[config.mk]
export PLATFORM = sky130hd
export DESIGN_NAME = fsm_door_1596
export DESIGN_NICKNAME = d
export VERILOG_FILES = /design/src/rtl/fsm_door_1596_pkg.sv /design/src/rtl/fsm_door_1596_sync.sv /design/src/rtl/fsm_door_1596.sv
export SDC_FILE = /design/constraint.sdc
export NUM_CORES = 1
export LEC_CHECK = 0
export BUFFER_PORTS_ARGS = -buffer_cell sky130_fd_sc_hd__buf_2
export CAP_MARGIN = 15
export CORE_MARGIN = 2
export CORE_UTILIZATION = 65
export CTS_CLUSTER_SIZE = 14
export DETAILED_ROUTE_END_ITERATION = 16
export PLACE_DENSITY = 0.81
export SKIP_CTS_REPAIR_TIMING = 1
export SLEW_MARGIN = 0
export SYNTH_ARGS = -nofsm -noshare
export SYNTH_HDL_FRONTEND = slang
export SYNTH_SLANG_ARGS = --single-unit
[constraint.sdc]
create_clock -name clk2m -period 7 [get_ports clk2m]
set_clock_uncertainty 0.2 [all_clocks]
set_input_delay 1.4 -clock clk2m [delete_from_list [all_inputs] [get_ports clk2m]]
set_output_delay 1.4 -clock clk2m [all_outputs]
set_load 0.02 [all_outputs]
[src/rtl/fsm_door_1596_pkg.sv]
// Shared types and constants for the motorised door controller.
package fsm_door_1596_pkg;

    typedef enum logic [2:0] {
        UNKNOWN = 3'd0,
        OPENING = 3'd1,
        OPEN    = 3'd2,
        CLOSING = 3'd3,
        CLOSED  = 3'd4,
        ERROR   = 3'd5
    } state_t;

    localparam int DEF_MOVE_TIMEOUT = 20_000_000;

    // Moore output decode, packed as {ml, mr, light_red, light_green}
    function automatic logic [3:0] decode_out(input state_t s);
        case (s)
            OPENING: decode_out = 4'b1010;
            OPEN:    decode_out = 4'b0001;
            CLOSING: decode_out = 4'b0110;
            ERROR:   decode_out = 4'b0010;
            default: decode_out = 4'b0000;
        endcase
    endfunction

endpackage

[src/rtl/fsm_door_1596_sync.sv]
// Plain two-flop synchronizer bank; flops clear to 0 on reset.
module sync_2ff #(
    parameter int WIDTH = 1
) (
    input  logic             clk,
    input  logic             rst,
    input  logic [WIDTH-1:0] d,
    output logic [WIDTH-1:0] q
);

    logic [WIDTH-1:0] r_meta;
    logic [WIDTH-1:0] r_sync;

    always_ff @(posedge clk or posedge rst) begin
        if (rst) begin
            r_meta <= '0;
            r_sync <= '0;
        end else begin
            r_meta <= d;
            r_sync <= r_meta;
        end
    end

    assign q = r_sync;

endmodule

[src/rtl/fsm_door_1596.sv]
// Moore FSM for a motorised door: two keys, two end stops, two motor enables, two lamps.
// Optional input synchronizers enabled by defining DOOR_IN_SYNC_EN.
module fsm_door_1596
    import fsm_door_1596_pkg::*;
#(
    parameter int MOVE_TIMEOUT = DEF_MOVE_TIMEOUT
) (
    input  logic clk2m,
    input  logic rst,
    input  logic key_up,
    input  logic key_down,
    input  logic sense_up,
    input  logic sense_down,
    output logic ml,
    output logic mr,
    output logic light_red,
    output logic light_green
);

    localparam int TW = $clog2(MOVE_TIMEOUT + 1);
    localparam logic [TW-1:0] TMO_LAST = TW'(MOVE_TIMEOUT - 1);
    localparam logic [TW-1:0] TMO_MAX  = TW'(MOVE_TIMEOUT);

    logic   w_ku, w_kd, w_su, w_sd;
    logic   w_up_req, w_dn_req, w_tmo;
    state_t w_nxt;

    state_t        r_state;
    logic [TW-1:0] r_timer;
    logic [3:0]    r_out;

`ifdef DOOR_IN_SYNC_EN
    sync_2ff #(.WIDTH(4)) u_sync (
        .clk (clk2m),
        .rst (rst),
        .d   ({key_up, key_down, sense_up, sense_down}),
        .q   ({w_ku, w_kd, w_su, w_sd})
    );
`else
    assign {w_ku, w_kd, w_su, w_sd} = {key_up, key_down, sense_up, sense_down};
`endif

    assign w_up_req = w_ku & ~w_kd;
    assign w_dn_req = w_kd & ~w_ku;
    // Timer holds the number of cycles already spent in the move, so this edge is the last allowed
    assign w_tmo    = (r_timer >= TMO_LAST);

    always_comb begin
        w_nxt = r_state;
        case (r_state)
            UNKNOWN: begin
                if (w_up_req)      w_nxt = w_su ? OPEN : OPENING;
                else if (w_dn_req) w_nxt = w_sd ? CLOSED : CLOSING;
            end
            OPENING: begin
                if (w_su)          w_nxt = OPEN;
                else if (w_dn_req) w_nxt = CLOSING;
                else if (w_tmo)    w_nxt = ERROR;
            end
            OPEN:    if (w_dn_req) w_nxt = CLOSING;
            CLOSING: begin
                if (w_sd)          w_nxt = CLOSED;
                else if (w_up_req) w_nxt = OPENING;
                else if (w_tmo)    w_nxt = ERROR;
            end
            CLOSED:  if (w_up_req) w_nxt = OPENING;
            ERROR:   w_nxt = ERROR;
            default: w_nxt = ERROR;
        endcase
        // Both end stops active is physically impossible: treat as a sensor fault
        if (r_state != ERROR && w_su && w_sd)
            w_nxt = ERROR;
    end

    always_ff @(posedge clk2m or posedge rst) begin
        if (rst) begin
            r_state <= UNKNOWN;
            r_timer <= '0;
            r_out   <= 4'b0000;
        end else begin
            r_state <= w_nxt;
            r_out   <= decode_out(w_nxt);
            if (w_nxt != r_state)
                r_timer <= '0;
            else if ((r_state == OPENING || r_state == CLOSING) && r_timer != TMO_MAX)
                r_timer <= r_timer + 1'b1;
        end
    end

    assign {ml, mr, light_red, light_green} = r_out;

endmodule

==> results.ini <==
[floorplanning]
die_y_um=60.00
dieWidth_um=60.00
core_area_um2=3028
io-pin-count=10
num_rows=20
die_area_um2=3599
initial_utilization_pct=67.31

[cts]
cts_sinks=32
clock_latency_ps=350
cts_tree=done
clkTransAtPathRegs_ps=100
htree_levels=2
root_buffer=clkbuf_4
numCtsBuffers=5
cts_buffer_depth=2

[sta]
fin_tns_setup_ps=0
hold_viol=0
rsz0062_at_grt=no
fin_crit_ps=3153
fmax_mhz=317.1
setup_viol=0
drv_slew=0
tightest_slew_ps=992.3
period_share_pct=45.05
relSlewSlack_pct=33.85

[power]
p_leak_nw=0.9187
power_density_nw_per_um2=159.6
p_switching_w=0.00008023
intPower_w=0.0002699
seqPwrFrac_pct=54.2
combPwrFrac_pct=5.9
peakVddDrop_v=0.0001869
p_clk_share_pct=39.9
switching_share_pct=22.91

[synth]
syn_nets=233
ys_types=44
synthFlopType=dfrtp_1
async_flop_share_pct=100.0
postSynthAreaPerCell_um2=9.059
synth.mux.area_fraction_pct=0.9822
synth_seq_cells=32
synthCells=225
synth_area_um2=2038
synthSimpleGateAreaFrac_pct=32.60
synth-adder-area-share_pct=1.228
synth_compound_area_share_pct=11.91
ys_warn_count=0
synth_xor_area_share_pct=10.31
ys_seq_area_share_pct=39.29
synth_top_family_by_area=simple AND/OR/NAND/NOR gates
synth_edf_count=0

[layout]
antenna_cells=0
finalCoreUtilization_pct=72.44
area_growth_pct=7.612
drive_above_1_share_pct=10.26
finalNetCount=241

[setup_path]
rr_worst_depth=7
cpPeakStageDelay_ps=560
crit_slowest_cell=a211o_1
crit_buf_inv=1
r2r-end=r_timer[9]
endpoint_kind=register
cpLargestDelayFamily=compound AO/OA/AOI/OAI gates
cp.required_ps=7050
r2r_start=r_timer[1]
path_cells=buf_2 -> nand2b_1 -> a21oi_1 -> o41ai_1 -> mux2i_1 -> a211o_1 -> nor3_1
r2r_slack_ps=3990
critPathMaxFanout=25
cp.arrival_ps=3200
worst-setup-path-type=input pin to register
start_kind=input pin

[grt]
grt_util_all_layers_pct=27.59
antenna_found_initial=0
grt-ovfl-total=0
grt_pass1_vias=1694
grt_pass1_wl_um=7493
grt_max_degree=33

[outcome]
status=completed

[min_path]
worstHoldPathCells=2
min_path_type=register to register
holdPathEnd=r_timer[11]
worstHoldStart=r_timer[11]

[detailed_routing]
wl_per_cell_um=15.31
first_pass_iters=5
ant_nets=0
drt_iter0_markers=106
vias=1751
drc=0
vias_per_cell=6.299
totalWireLength_um=4255

[place]
port_buffers=9
routabilityCongestion=0.8720
hpwl_um=2939

[job]
maxCapViolCount=0

-- tightest hold or removal path, delay by kind of cell (launching register included) --
kind                      cells  cell delay (ps)
DFF                           1              400
and+or+nand+nor               1               40
xor gates and xnor gates      1              130
-- cells in the final DEF, fill, tap and decap left out, drive strengths merged, types with 2 or more instances in the layout --
cell type,instances
a31oi,2
buf,10
nor3b,2
nand3,12
or3,2
mux2i,2
clkbuf,5
and4b,2
o21ai,7
o31ai,3
xor2,14
and2,3
a21o,4
o211ai,3
a22oi,2
nor2,14
nand2,11
and4,2
nor4bb,3
nor2b,4
nor4,3
and3,4
xnor2,10
nor3,37
nand4,10
dfrtp,32
o2111ai,2
a21oi,3
nand2b,6
ha,2
inv,6
-- cells by family (layout without fill, tap and decap cells) --
kind of cell    after synthesis  in the layout
buf+inv                      15             24
compound gates               31             31
xor+xnor                     24             24
fa+ha+maj                     2              2
flops                        32             32
simple gates                119            119
mux                           2              2
-- cell usage after synthesis (3+ instances only) --
| cell type | number | area (um2) |
|---|---|---|
| nand3_1 | 12 | 60.06 |
| a21o_1 | 4 | 30.03 |
| o211ai_1 | 3 | 22.52 |
| a21oi_1 | 3 | 15.01 |
| nor2_1 | 14 | 52.55 |
| o21ai_0 | 6 | 30.03 |
| nand4_1 | 10 | 62.56 |
| nor4bb_1 | 3 | 30.03 |
| nand2b_1 | 6 | 37.54 |
| and2_1 | 3 | 18.77 |
| inv_1 | 6 | 22.52 |
| nor2b_1 | 4 | 25.02 |
| nand2_1 | 11 | 41.29 |
| clkbuf_1 | 4 | 15.01 |
| xor2_1 | 14 | 122.6 |
| and3_1 | 4 | 25.02 |
| xnor2_1 | 10 | 87.58 |
| nor3_1 | 37 | 185.2 |
| dfrtp_1 | 32 | 800.8 |
| buf_2 | 3 | 15.01 |
-- state kept, by name, summed over array words and instances, names as in the netlist --
register / count
r_out: 4
r_state: 3
r_timer: 25
-- power by group through the flow --
stage	logic (W)	clock network, W	registers (W)
6_report	0.0000208	0.000140	0.000190
5_1_grt	0.0000237	0.000150	0.000190
4_1_cts	0.0000192	0.000142	0.000190
3_5_place_dp	0.0000190	0	0.000193
3_3_place_gp	0.0000182	0	0.000193
2_1_floorplan	0.0000132	0	0.000193
-- cell type report --
type                            count  area [um2]
Multi-Input combinational cell    178        1162
Fill cell                         228       834.6
Sequential cell                    32       800.8
Timing Repair Buffer               10       72.57
Tap cell                           44       55.05
Clock inverter                      3       42.54
Clock buffer                        5       37.54
Inverter                            6       22.52
-- worst max path at each step --
stage | end | start | slack [ps] | depth (start not counted)
5_1_grt | r_timer[15] | key_up | 3710 | 7
3_5_place_dp | r_timer[1] | key_up | 3550 | 7
4_1_cts | r_timer[1] | key_up | 3900 | 7
3_3_place_gp | r_timer[3] | key_up | 3630 | 7
2_1_floorplan | r_timer[0] | key_down | 4020 | 7
6_report | r_timer[9] | key_up | 3850 | 7
-- per-stage QoR --
stage          instances  total power, W  setup slack (ps)  hold WS [ps]  cell area, um2
5_1_grt              278       0.0003645              3713         419.0            2193
6_report             278       0.0003502              3847         404.7            2193
3_3_place_gp         269       0.0002112              3630         362.4            2086
4_1_cts              277       0.0003509              3900         395.0            2166
3_5_place_dp         269       0.0002123              3546         373.1            2086
2_1_floorplan        225       0.0002058              4025         337.9            2038
-- layer usage --
layer | routed length, um | vias up | global-route usage, %
li1 | - | 842 | -
met1 | 1893 | 848 | 35.76
met2 | 2122 | 52 | 45.65
met3 | 181 | 9 | 5.195
met4 | 57 | 0 | 10.16
met5 | 0 | - | 0
Note: power is estimated with default switching activity, not from simulation.
